$ cat config.mk
export PLATFORM = sky130hd
export DESIGN_NAME = fifo_w1_r16_64_flat
export DESIGN_NICKNAME = d
export VERILOG_FILES = /design/src/rtl/fifo_w1_r16_64_pkg.sv /design/src/rtl/fifo_w1_r16_64_if.sv /design/src/rtl/fifo_w1_r16_64_sipo.sv /design/src/rtl/fifo_w1_r16_64.sv /design/src/flat_wrapper.sv
export SDC_FILE = /design/constraint.sdc
export NUM_CORES = 1
export LEC_CHECK = 0
export CORE_ASPECT_RATIO = 2
export CORE_UTILIZATION = 38
export CTS_CLUSTER_DIAMETER = 100
export DETAILED_ROUTE_END_ITERATION = 10
export PLACE_DENSITY_LB_ADDON = 0.08
export SETUP_SLACK_MARGIN = 0.4
export SLEW_MARGIN = 20
export SYNTH_ARGS = -nofsm -noshare
export SYNTH_HDL_FRONTEND = slang
export SYNTH_SLANG_ARGS = --single-unit
$ cat constraint.sdc
create_clock -name clk -period 3.83 [get_ports clk]
set_clock_uncertainty 0.1 [all_clocks]
set_input_delay 0.766 -clock clk [delete_from_list [all_inputs] [get_ports clk]]
set_output_delay 0.766 -clock clk [all_outputs]
set_load 0.02 [all_outputs]
$ cat src/rtl/fifo_w1_r16_64_pkg.sv
// Shared widths and types for the 1-bit-in / 16-bit-out buffering FIFO.
package fifo_w1_r16_pkg;

    localparam int unsigned DATA_W   = 16;
    localparam int unsigned DEPTH    = 4;
    localparam int unsigned PTR_W    = $clog2(DEPTH);
    localparam int unsigned LVL_W    = PTR_W + 1;
    localparam int unsigned BITCNT_W = $clog2(DATA_W);

    typedef logic [DATA_W-1:0]   word_t;
    typedef logic [PTR_W-1:0]    ptr_t;
    typedef logic [LVL_W-1:0]    lvl_t;
    typedef logic [BITCNT_W-1:0] bitcnt_t;

endpackage : fifo_w1_r16_pkg

$ cat src/rtl/fifo_w1_r16_64_if.sv
// Handshake/data bundle of the serial-to-parallel FIFO.
//   master: serial writer + word reader (drives din, wr_en, rd_en)
//   slave : the FIFO (drives dout, full, empty, level, bit_cnt, ovf, udf)
interface fifo_w1_r16_64_if;
    import fifo_w1_r16_pkg::*;

    logic    din;
    logic    wr_en;
    logic    rd_en;
    word_t   dout;
    logic    full;
    logic    empty;
    lvl_t    level;
    bitcnt_t bit_cnt;
    logic    ovf;
    logic    udf;

    modport master (
        output din, wr_en, rd_en,
        input  dout, full, empty, level, bit_cnt, ovf, udf
    );

    modport slave (
        input  din, wr_en, rd_en,
        output dout, full, empty, level, bit_cnt, ovf, udf
    );
endinterface : fifo_w1_r16_64_if

$ cat src/rtl/fifo_w1_r16_64_sipo.sv
// MSB-first shift accumulator with bit counter.
//   clk, rst_n     : clock, synchronous active-low reset
//   en_i, din_i    : accept din_i this edge when en_i
//   word_c_o       : completed word {acc[14:0], din_i} (valid with word_valid_c_o)
//   word_valid_c_o : high in the cycle whose edge accepts the 16th bit
//   bit_cnt_o      : bits held in the partial word
module sipo_w1_16
    import fifo_w1_r16_pkg::*;
(
    input  logic    clk,
    input  logic    rst_n,
    input  logic    en_i,
    input  logic    din_i,
    output word_t   word_c_o,
    output logic    word_valid_c_o,
    output bitcnt_t bit_cnt_o
);

    word_t   acc_q,     acc_d;
    bitcnt_t bit_cnt_q, bit_cnt_d;

    // Completed word is presented combinationally so the top writes it on the same edge.
    assign word_c_o       = {acc_q[DATA_W-2:0], din_i};
    assign word_valid_c_o = en_i && (bit_cnt_q == BITCNT_W'(DATA_W - 1));
    assign bit_cnt_o      = bit_cnt_q;

    always_comb begin
        acc_d     = acc_q;
        bit_cnt_d = bit_cnt_q;
        if (en_i) begin
            acc_d     = {acc_q[DATA_W-2:0], din_i};
            bit_cnt_d = BITCNT_W'(bit_cnt_q + 1'b1);  // wraps 15 -> 0
        end
    end

    always_ff @(posedge clk) begin
        if (!rst_n) begin
            acc_q     <= '0;
            bit_cnt_q <= '0;
        end else begin
            acc_q     <= acc_d;
            bit_cnt_q <= bit_cnt_d;
        end
    end

endmodule : sipo_w1_16

$ cat src/rtl/fifo_w1_r16_64.sv
// Serial-to-parallel FIFO: 1-bit MSB-first writes, 16-bit word reads, 4 words deep.
//   clk, rst_n : clock, synchronous active-low reset
//   bus        : slave side of fifo_w1_r16_64_if (din/wr_en/rd_en in; dout, flags,
//                level, bit_cnt, ovf/udf pulses out, all registered)
module fifo_w1_r16_64
    import fifo_w1_r16_pkg::*;
(
    input  logic             clk,
    input  logic             rst_n,
    fifo_w1_r16_64_if.slave  bus
);

    word_t   mem_q [DEPTH];
    ptr_t    wr_ptr_q, wr_ptr_d;
    ptr_t    rd_ptr_q, rd_ptr_d;
    lvl_t    level_q,  level_d;
    word_t   dout_q,   dout_d;
    logic    full_q,   full_d;
    logic    empty_q,  empty_d;
    logic    ovf_q,    ovf_d;
    logic    udf_q,    udf_d;

    logic    sipo_en_c;
    word_t   word_c;
    logic    push_c;
    logic    pop_c;
    bitcnt_t bit_cnt_w;

    // Full rejects every bit, independent of a same-cycle pop.
    assign sipo_en_c = bus.wr_en && !full_q;
    assign pop_c     = bus.rd_en && !empty_q;

    sipo_w1_16 u_sipo (
        .clk            (clk),
        .rst_n          (rst_n),
        .en_i           (sipo_en_c),
        .din_i          (bus.din),
        .word_c_o       (word_c),
        .word_valid_c_o (push_c),
        .bit_cnt_o      (bit_cnt_w)
    );

    // Next-state pointers, level, flags and read data.
    always_comb begin
        wr_ptr_d = wr_ptr_q;
        rd_ptr_d = rd_ptr_q;
        level_d  = level_q;
        dout_d   = dout_q;
        ovf_d    = bus.wr_en && full_q;
        udf_d    = bus.rd_en && empty_q;
        if (push_c) wr_ptr_d = PTR_W'(wr_ptr_q + 1'b1);
        if (pop_c) begin
            rd_ptr_d = PTR_W'(rd_ptr_q + 1'b1);
            dout_d   = mem_q[rd_ptr_q];
        end
        case ({push_c, pop_c})
            2'b10:   level_d = LVL_W'(level_q + 1'b1);
            2'b01:   level_d = LVL_W'(level_q - 1'b1);
            default: level_d = level_q;
        endcase
        full_d  = (level_d == LVL_W'(DEPTH));
        empty_d = (level_d == '0);
    end

    always_ff @(posedge clk) begin
        if (!rst_n) begin
            wr_ptr_q <= '0;
            rd_ptr_q <= '0;
            level_q  <= '0;
            dout_q   <= '0;
            full_q   <= 1'b0;
            empty_q  <= 1'b1;
            ovf_q    <= 1'b0;
            udf_q    <= 1'b0;
        end else begin
            wr_ptr_q <= wr_ptr_d;
            rd_ptr_q <= rd_ptr_d;
            level_q  <= level_d;
            dout_q   <= dout_d;
            full_q   <= full_d;
            empty_q  <= empty_d;
            ovf_q    <= ovf_d;
            udf_q    <= udf_d;
        end
    end

    // Word storage; contents are don't-care until written, so no reset.
    always_ff @(posedge clk) begin
        if (push_c) mem_q[wr_ptr_q] <= word_c;
    end

    assign bus.dout    = dout_q;
    assign bus.full    = full_q;
    assign bus.empty   = empty_q;
    assign bus.level   = level_q;
    assign bus.bit_cnt = bit_cnt_w;
    assign bus.ovf     = ovf_q;
    assign bus.udf     = udf_q;

endmodule : fifo_w1_r16_64

$ cat src/flat_wrapper.sv
// flat-port wrapper written by rule: the top's interface ports become plain ports
module fifo_w1_r16_64_flat import fifo_w1_r16_pkg::*;
  (clk, rst_n, bus_din, bus_wr_en, bus_rd_en, bus_dout, bus_full, bus_empty, bus_level, bus_bit_cnt, bus_ovf, bus_udf);
  fifo_w1_r16_64_if bus_i ();
  input  logic clk;
  input  logic rst_n;
  input wire logic [$bits(bus_i.din)-1:0] bus_din;
  input wire logic [$bits(bus_i.wr_en)-1:0] bus_wr_en;
  input wire logic [$bits(bus_i.rd_en)-1:0] bus_rd_en;
  output wire logic [$bits(bus_i.dout)-1:0] bus_dout;
  output wire logic [$bits(bus_i.full)-1:0] bus_full;
  output wire logic [$bits(bus_i.empty)-1:0] bus_empty;
  output wire logic [$bits(bus_i.level)-1:0] bus_level;
  output wire logic [$bits(bus_i.bit_cnt)-1:0] bus_bit_cnt;
  output wire logic [$bits(bus_i.ovf)-1:0] bus_ovf;
  output wire logic [$bits(bus_i.udf)-1:0] bus_udf;
  assign bus_i.din = bus_din;
  assign bus_i.wr_en = bus_wr_en;
  assign bus_i.rd_en = bus_rd_en;
  assign bus_dout = bus_i.dout;
  assign bus_full = bus_i.full;
  assign bus_empty = bus_i.empty;
  assign bus_level = bus_i.level;
  assign bus_bit_cnt = bus_i.bit_cnt;
  assign bus_ovf = bus_i.ovf;
  assign bus_udf = bus_i.udf;
  fifo_w1_r16_64 u_core (.clk(clk), .rst_n(rst_n), .bus(bus_i));
endmodule
* Yosys cells after proc, flatten, opt, wreduce, memory -nomap -nowiden
Memories as Yosys holds them, arrays and structs flattened. A register that Yosys moved wholly into a read port is not among the register bits.
Index checks and enable logic that the tools add are counted.
** Cells by class
- Add/subtract/negate cells :: 5
- Multiply operators :: 0
- Divide/modulo/power cells :: 0
- Order comparisons :: 0
- Eq/ne operators :: 4
- Shift-type cells :: 0
- Mux-type cells :: 3
- Bitwise operators :: 0
- Reduce and logical (&&, ||, !) cells :: 9
** Operator list (count)
- $pmux 3 s2 :: 1
- $logic_and 1x1->1 :: 5
- $add 2x1->2 const B :: 2
- $add 4x1->4 const B :: 1
- $eq 4x4->1 const B :: 1
- $add 3x1->3 const B :: 1
- $eq 3x3->1 const B :: 1
- $logic_not 1->1 :: 3
- $logic_not 3->1 :: 1
- $sub 3x1->3 const B :: 1
- $eq 2x1->1 const B :: 1
- $eq 2x2->1 const B :: 1
- $mux 1 :: 2
** Word-level totals
- Bits in registers :: 30
- Bits in latches :: 0
- RAM bits :: 64
- Bits in read-only memories :: 0
- Input bits :: 5
- Output and inout bits :: 27
- Logic and storage cells :: 31
- Memories kept :: 1
** Memory list
- u_core.mem_q :: depth 4, bits a word 16, read ports 1, clocked after Yosys merged registers in 1, write ports 1, RTL line fifo_w1_r16_64.sv:13 : word_t mem_q [DEPTH];

* Depth between registers and ports, before layout
Gate-level depths: netlist of run 1.
- Depth in word-level cells :: 6
- Mapped depth :: 9
- Depth with buffers taken out :: 9

* Cells and area by module
Synthesis of run 1 repeated with hierarchy kept, for this count alone.
** Unflattened totals
- Cells, all modules :: 280
- Area, all modules :: 4194.0 sq um
** Modules (own cells, without submodules)
- fifo_w1_r16_64 :: instances 1, cells each 213, area an instance 3457.1 sq um, seq. area each 2462.4 sq um
- sipo_w1_16 :: instances 1, cells each 67, area an instance 737.0 sq um, seq. area each 380.4 sq um

* Worst setup path before layout of run 1
OpenSTA, ideal clock, no wires.
- Kind :: in2reg
- From :: in bus_wr_en
- To :: reg u_core.full_q (netlist: u_core.bus.full)
- Setup time :: 70 ps
- Arrival :: 2593 ps
- Data required time :: 3660 ps
- Setup slack :: 1068 ps
- Stages on the path :: 8
- Path buffers :: 0
- Cell sequence :: nand3b_1 > nor2_1 > inv_1 > ha_1 > fa_1 > xnor2_1 > or4b_1 > a21oi_1
** On the way
- Longest elaborated chain between the ends :: 5
- Elaborated cells on any way between the ends :: 6
- Those cells by class :: eq/ne (3); mux (1); reduce/logical (2)
** RTL lines
- from (decl) :: RTL line flat_wrapper.sv:8 : input wire logic [$bits(bus_i.wr_en)-1:0] bus_wr_en;
- $logic_and 1x1->1 * :: RTL line fifo_w1_r16_64.sv:30 : assign sipo_en_c = bus.wr_en && !full_q;
- $logic_and 1x1->1 * :: RTL line fifo_w1_r16_64_sipo.sv:24 : assign word_valid_c_o = en_i && (bit_cnt_q == BITCNT_W'(DATA_W - 1));
- $eq 2x1->1 / $eq 2x2->1 (equally long branches) :: RTL line fifo_w1_r16_64.sv:56 : case ({push_c, pop_c})
- $pmux 3 s2 * :: RTL line fifo_w1_r16_64.sv:56
- $eq 3x3->1 * :: RTL line fifo_w1_r16_64.sv:61 : full_d = (level_d == LVL_W'(DEPTH));
- to (signal assigned) :: RTL line fifo_w1_r16_64.sv:80 : full_q <= full_d;
- to (decl) :: RTL line fifo_w1_r16_64.sv:18 : logic full_q, full_d;
Every way passes the cells marked *; elsewhere a longest branch is shown, timed or not.
A chain may end at the register's enable or synchronous reset.

* Worst setup path in the final report of run 1
Ends and elaborated chain as after synthesis.

==> out/metrics.csv, run 1 <==
metric,value,unit
outcome,"finished, final reports clean",
# Max-Cap Violations,0,
DR pass1 iterations,6,
fin crit share,0.7537,
dpl hpwl,5.059,mm
Ys Warns,0,
layout cell share with drive strength beyond 1,0.08824,
"Setup Fix Bufs, Post-CTS",0,
final hold vios,0,
starting density of the core,0.3890,
clk sinks,110,
initial antenna violation count,0,
worst vdd ir,0.2473,mV
CTS Buffer Depth,2,
startpoint types,input pin,
crit-path max cell delay,0.51,ns
reg2reg path depth,9,
Worst Hold Depth,2,
worst-path fanout max,4,
cells after synthesis,301,
Boundary Pins,32,
Max Fclk,0.3464,GHz
minimum clock period after layout,2.887,ns
Worst setup EP type,flip-flop,
vias per cell,4.942,
Tot GR Track Use,0.1580,
CP max stage cell,clkdlybuf4s50_1,
Worst Hold End,u_core.bus.dout[5],
Die Area,11520,µm²
Post-Syn Area,4205,µm²
DP Worst Slack,0.5628,ns
ANT cells,0,
Synth Register Bits,110,
final wirelength,8.172,mm
Antenna Nets Post-Route,0,
WHS,0.3897,ns
post-CTS resize count,0,
Syn Nets,313,
CP arrival,3.06,ns
Static Leak,0.001590,µW
Die Wd,76.39,µm
register area share after synthesis,0.6760,
DR iter-0 viols,122,
grt ovf,0,
hold path start,u_core.bus.dout[5],
Worst Path Buf+Inv,2,
"EDFF count, synth",64,
wire per inst,17.03,µm
syn_area_per_cell,13.97,µm²
Synth Flop Type,edfxtp_1,
crit-path cells,clkdlybuf4s50_1 > nand3b_1 > nor2_1 > inv_1 > ha_1 > fa_1 > xnor2_1 > or4b_1 > a21oi_1,
first-pass GRT wire length,13.26,mm
Final #Nets,347,
# rows,54,
H-tree depth,3,
CP required,4.01,ns
DRC Markers,0,
Vias,2372,
worst r2r src,u_core.u_sipo.bit_cnt_o[0],
critical path class,input pin to flip-flop,
"Slew Viols, Final",0,
largest net degree at the start of global routing,35,
async set-or-reset flop fraction in the synthesized netlist,0,
Num CTS Buffers,9,
"Hold-fix buffers, CTS",0,
number of global-route vias before repair,2489,
r2r setup slk,1.30,ns
I/O Buffers,31,
post-route worst setup slack,0.9432,ns
Cell variety after synth,38,
class of the worst hold path,flip-flop to flip-flop,
Max-slew headroom,0.5819,
Reg-to-Reg End,u_core.bus.full,
CP top delay family,simple AND/OR/NAND/NOR gates,
Area Growth Syn to Fin,17.41,%
RSZ-0062 raised after global routing,no,
die height,150.8,µm
Core ar.,10810,µm²
top cell type's share of synthesized area,0.4570,
post-synth top area cell,edfxtp_1,
Final setup viols,0,
TNS Setup,0,ns
clock-pin slew on the worst setup and hold paths,0.07,ns
CTS tree,yes,
Fillers,1025,
Root Driver,clkbuf_16,
Area contributors post-synth,"edfxtp_1 46%, dfxtp_1 22%, mux2i_1 8.3%, nand2_1 3.4%, o221ai_1 3.1%",
pwr/cell area,446.0,nW/µm²
Worst-Skew Late Latency,0.34,ns
Least-Margin Pin Slew,0.6272,ns
RD Place Congestion,0.6650,
-- routing by layer --
layer,vias to the layer above,track usage,share of wire
li1,1164,-,-
met1,1155,0.1604,0.39
met2,39,0.2973,0.56
met3,14,0.03012,0.026
met4,0,0.09231,0.024
met5,-,0,0
-- cell type report --
type	count	area, µm²	area share
clock buffers	13	250.2	0.05068
inverters	5	23.77	0.004815
well taps	140	175.2	0.03548
flip-flops and latches	110	2846	0.5765
repair buffers	41	380.4	0.07704
multi-input cells	168	1217	0.2466
clock inverters	3	43.79	0.008870
-- cell usage after synthesis (all sizes together) (3+ instances only) --
cell and number:
mux2i 35, edfxtp 64, nand3 18, nand3b 3, and2 10, clkbuf 3
xnor2 6, dfxtp 46, nand2 38, buf 15, inv 5, a21boi 17
ha 6, o221ai 16
-- sequential cells by signal (all words and copies together) (netlist names) --
signal / flops
u_core.bus.dout: 16
u_core.bus.empty: 1
u_core.bus.full: 1
u_core.bus.level: 3
u_core.bus.ovf: 1
u_core.bus.udf: 1
u_core.mem_q: 64
u_core.rd_ptr_q: 2
u_core.u_sipo.acc_q: 15
u_core.u_sipo.bit_cnt_o: 4
u_core.wr_ptr_q: 2
-- worst max path at each step --
stage                                 end  slack [ns]  cells past startpoint  startpoint
after floorplan           u_core.bus.full        1.07                      8   bus_wr_en
after global placement    u_core.bus.full        0.62                      9   bus_wr_en
after detailed placement  u_core.bus.full        0.56                      9   bus_wr_en
after CTS                 u_core.bus.full        0.94                      9   bus_wr_en
after global routing      u_core.bus.full        0.83                      9   bus_wr_en
final                     u_core.bus.full        0.94                      9   bus_wr_en
-- report_power, final --
| group | switching [µW] | total [µW] | internal [µW] |
|---|---|---|---|
| combinational | 24.6 | 41.1 | 16.5 |
| clock | 389 | 915 | 526 |
| sequential | 4.52 | 1250 | 1240 |
-- worst reg2reg max path: stages, from the launching register on --
cell	delay (ns)
dfxtp_1	0.41
ha_1	0.19
nand3b_1	0.12
nor2_1	0.16
inv_1	0.07
ha_1	0.22
fa_1	0.38
xnor2_1	0.18
or4b_1	0.50
a21oi_1	0.13
-- metrics by stage --
step	cells	utilization	power, µW	instance area [µm²]
finish	480	0.4567	2202	4937
CTS	480	0.4565	2235	4935
global placement	464	0.4293	1314	4641
detailed placement	464	0.4293	1315	4641
floorplan	301	-	1296	4205
global route	480	0.4567	2279	4937
-- logic make-up (layout without fill, tap and decap cells) --
kind of cell / Yosys count / after routing / synth area share
DFF: 110 / 110 / 0.6760
adders and majority gates: 7 / 7 / 0.02261
AOI/OAI and AO/OA: 39 / 39 / 0.07379
buffers and inverters: 23 / 62 / 0.03451
and+or+nand+nor: 81 / 81 / 0.09729
xor gates and xnor gates: 6 / 6 / 0.01250
muxes: 35 / 35 / 0.08331
-- layout by cell type, fill, tap and decap left out, drive strengths merged, types with 5 or more instances in the layout --
cell,instances
a21boi,17
and2,10
buf,10
clkbuf,14
clkdlybuf4s50,30
dfxtp,46
edfxtp,64
ha,6
inv,5
mux2i,35
nand2,38
nand3,18
o221ai,16
xnor2,6
Power figures use the tool's default switching activity.
==> run 2, diff against run 1 <==
==> constraint.sdc (replaced) <==
create_clock -name clk -period 2.55 [get_ports clk]
set_clock_uncertainty 0.1 [all_clocks]
set_input_delay 0.51 -clock clk [delete_from_list [all_inputs] [get_ports clk]]
set_output_delay 0.51 -clock clk [all_outputs]
set_load 0.02 [all_outputs]
==> run 2 against run 1 <==
  * Sequential share of layout area is 2.4 points lower
  * Register-to-register slack got worse by 1.0 ns
  * First-iteration DRC count up 18%
  * Final cell count is 4.2% higher
  * Clock power increased by 48%
  * Die area did not move
  * Worst setup slack got worse by 0.64 ns
  * Combinational power is 86% higher
  * Worst hold slack about the same
  * Routed wire length is 2.9% higher
  * Critical endpoint unchanged
  * Largest cell class unchanged
  * Highest routed layer unchanged
==> out/metrics.csv, run 2 (synthesis results as in run 1) <==
metric,value,unit,change
outcome,"finished, final reports clean",,
worst vdd ir,0.3489,mV,+41%
first-pass GRT wire length,13.25,mm,about the same
Final setup viols,0,,unchanged
DRC Markers,0,,unchanged
DR iter-0 viols,144,,+18%
Worst-Skew Late Latency,0.35,ns,about the same
clock-pin slew on the worst setup and hold paths,0.07,ns,about the same
# Max-Cap Violations,0,,unchanged
"Hold-fix buffers, CTS",0,,unchanged
TNS Setup,0,ns,unchanged
critical path class,flip-flop to flip-flop,,
wire per inst,16.82,µm,-1.2%
number of global-route vias before repair,2434,,-2.2%
die height,150.8,µm,unchanged
CP arrival,2.43,ns,-0.63 ns
worst-path fanout max,2,,-2
CTS Buffer Depth,2,,unchanged
Area Growth Syn to Fin,22.82,%,
fin crit share,0.8830,,
ANT cells,0,,unchanged
Core ar.,10810,µm²,unchanged
max reg flops,64,,unchanged
vias per cell,4.858,,-1.7%
Die Wd,76.39,µm,unchanged
Final #Nets,367,,+5.8%
final hold vios,0,,unchanged
Boundary Pins,32,,unchanged
dpl hpwl,5.340,mm,+5.6%
Die Area,11520,µm²,unchanged
Max Fclk,0.4441,GHz,
starting density of the core,0.3890,,unchanged
startpoint types,flip-flop,,
initial antenna violation count,0,,unchanged
post-placement cell count,479,,+3.2%
RD Place Congestion,0.6993,,+5.2%
Static Leak,0.001718,µW,+8.1%
Reg with most FFs,u_core.mem_q,,
most frequent cells in the layout,"64 x edfxtp_1, 43 x dfxtp_1, 38 x nand2_1",,
H-tree depth,3,,unchanged
Tot GR Track Use,0.1591,,+0.001107
Max-slew headroom,0.5991,,+0.01719
class of the worst hold path,flip-flop to flip-flop,,
largest net degree at the start of global routing,35,,unchanged
Root Driver,clkbuf_16,,
Worst setup EP type,flip-flop,,
CTS tree,yes,,
DR pass1 iterations,3,,-3
"Slew Viols, Final",0,,unchanged
"commonest non-fill, non-tap cell in the layout",edfxtp_1,,
clk sinks,110,,unchanged
I/O Buffers,31,,unchanged
Least-Margin Pin Slew,0.6014,ns,-0.02579 ns
Non-Filler Instances,500,,+4.2%
Finished Core Util,0.4778,,+0.02107
Antenna Nets Post-Route,0,,unchanged
minimum clock period after layout,2.252,ns,
final wirelength,8.411,mm,+2.9%
pwr/cell area,639.5,nW/µm²,+43%
RSZ-0062 raised after global routing,yes,,
Num CTS Buffers,9,,unchanged
Fillers,999,,-2.5%
# rows,54,,unchanged
Vias,2429,,+2.4%
grt ovf,0,,unchanged
CP required,2.73,ns,-1.28 ns
layout cell share with drive strength beyond 1,0.1694,,+0.08121
## run 2: cell count changes in the layout (fill, tap and decap cells not counted), moves of 2 or more
cell | before | now
clkdlybuf4s50_1 | 30 | 27
ha_4 | 0 | 2
dfxtp_1 | 45 | 43
buf_12 | 0 | 2
buf_4 | 10 | 28
ha_1 | 6 | 4
dlygate4sd2_1 | 0 | 2
## run 2: metrics by stage
step	setup WS, ns	instance area, µm²	hold slack (ns)	total power, µW
after detailed placement	-0.2784	4833	0.3725	1984
after global routing	0.2154	5165	0.4218	3427
after CTS	0.2032	5155	0.3945	3349
final	0.2983	5165	0.3901	3303
after floorplan	0.2020	4260	0.3600	1949
after global placement	-0.2232	4833	0.3673	1982
## run 2: per-layer routing
layer	part of all wire	routed length, µm	GRT usage
met1	0.37	3140	0.1532
met2	0.58	4912	0.3162
met3	0.021	178	0.02831
met4	0.021	179	0.08077
met5	0	0	0
## run 2: worst paths after layout
| kind | startpoint | end | slack, ns | cells past startpoint |
|---|---|---|---|---|
| hold / removal | u_core.bus.dout[5] | u_core.bus.dout[5] | 0.39 | 2 |
| setup / recovery | u_core.u_sipo.bit_cnt_o[0] | u_core.bus.full | 0.30 | 9 |
| hold reg to reg | u_core.bus.dout[5] | u_core.bus.dout[5] | 0.39 | 2 |
| setup reg to reg | u_core.u_sipo.bit_cnt_o[0] | u_core.bus.full | 0.30 | 9 |
## run 2: timing repair
action / in CTS / in global routing
setup endpoints to repair: 3 / 4
pin swaps: 9 / 5
buffers inserted: 4 / 1
gates resized for setup: 5 / 1
hold endpoints to repair: 0 / 0
## run 2: power by group
part / switching (µW) / internal [µW]
clock: 597 / 757
sequential: 6.30 / 1870
combinational: 41.8 / 34.6
## run 2: final cells by class
class,count,area [µm²],area share
clock buffer,11,232.7,0.04506
inverter,5,23.77,0.004603
sequential,110,2851,0.5521
clock inverter,5,52.55,0.01017
tap,140,175.2,0.03391
multi-input combinational,168,1274,0.2466
timing repair buffer,61,555.5,0.1076
## run 2: worst max-delay path, stage by stage (launching register included)
cell	delay [ns]
dfxtp_4	0.36
ha_4	0.12
nand3b_1	0.13
nor2_4	0.12
inv_2	0.05
ha_4	0.16
fa_2	0.37
xnor2_2	0.14
or4b_4	0.49
a21oi_2	0.13
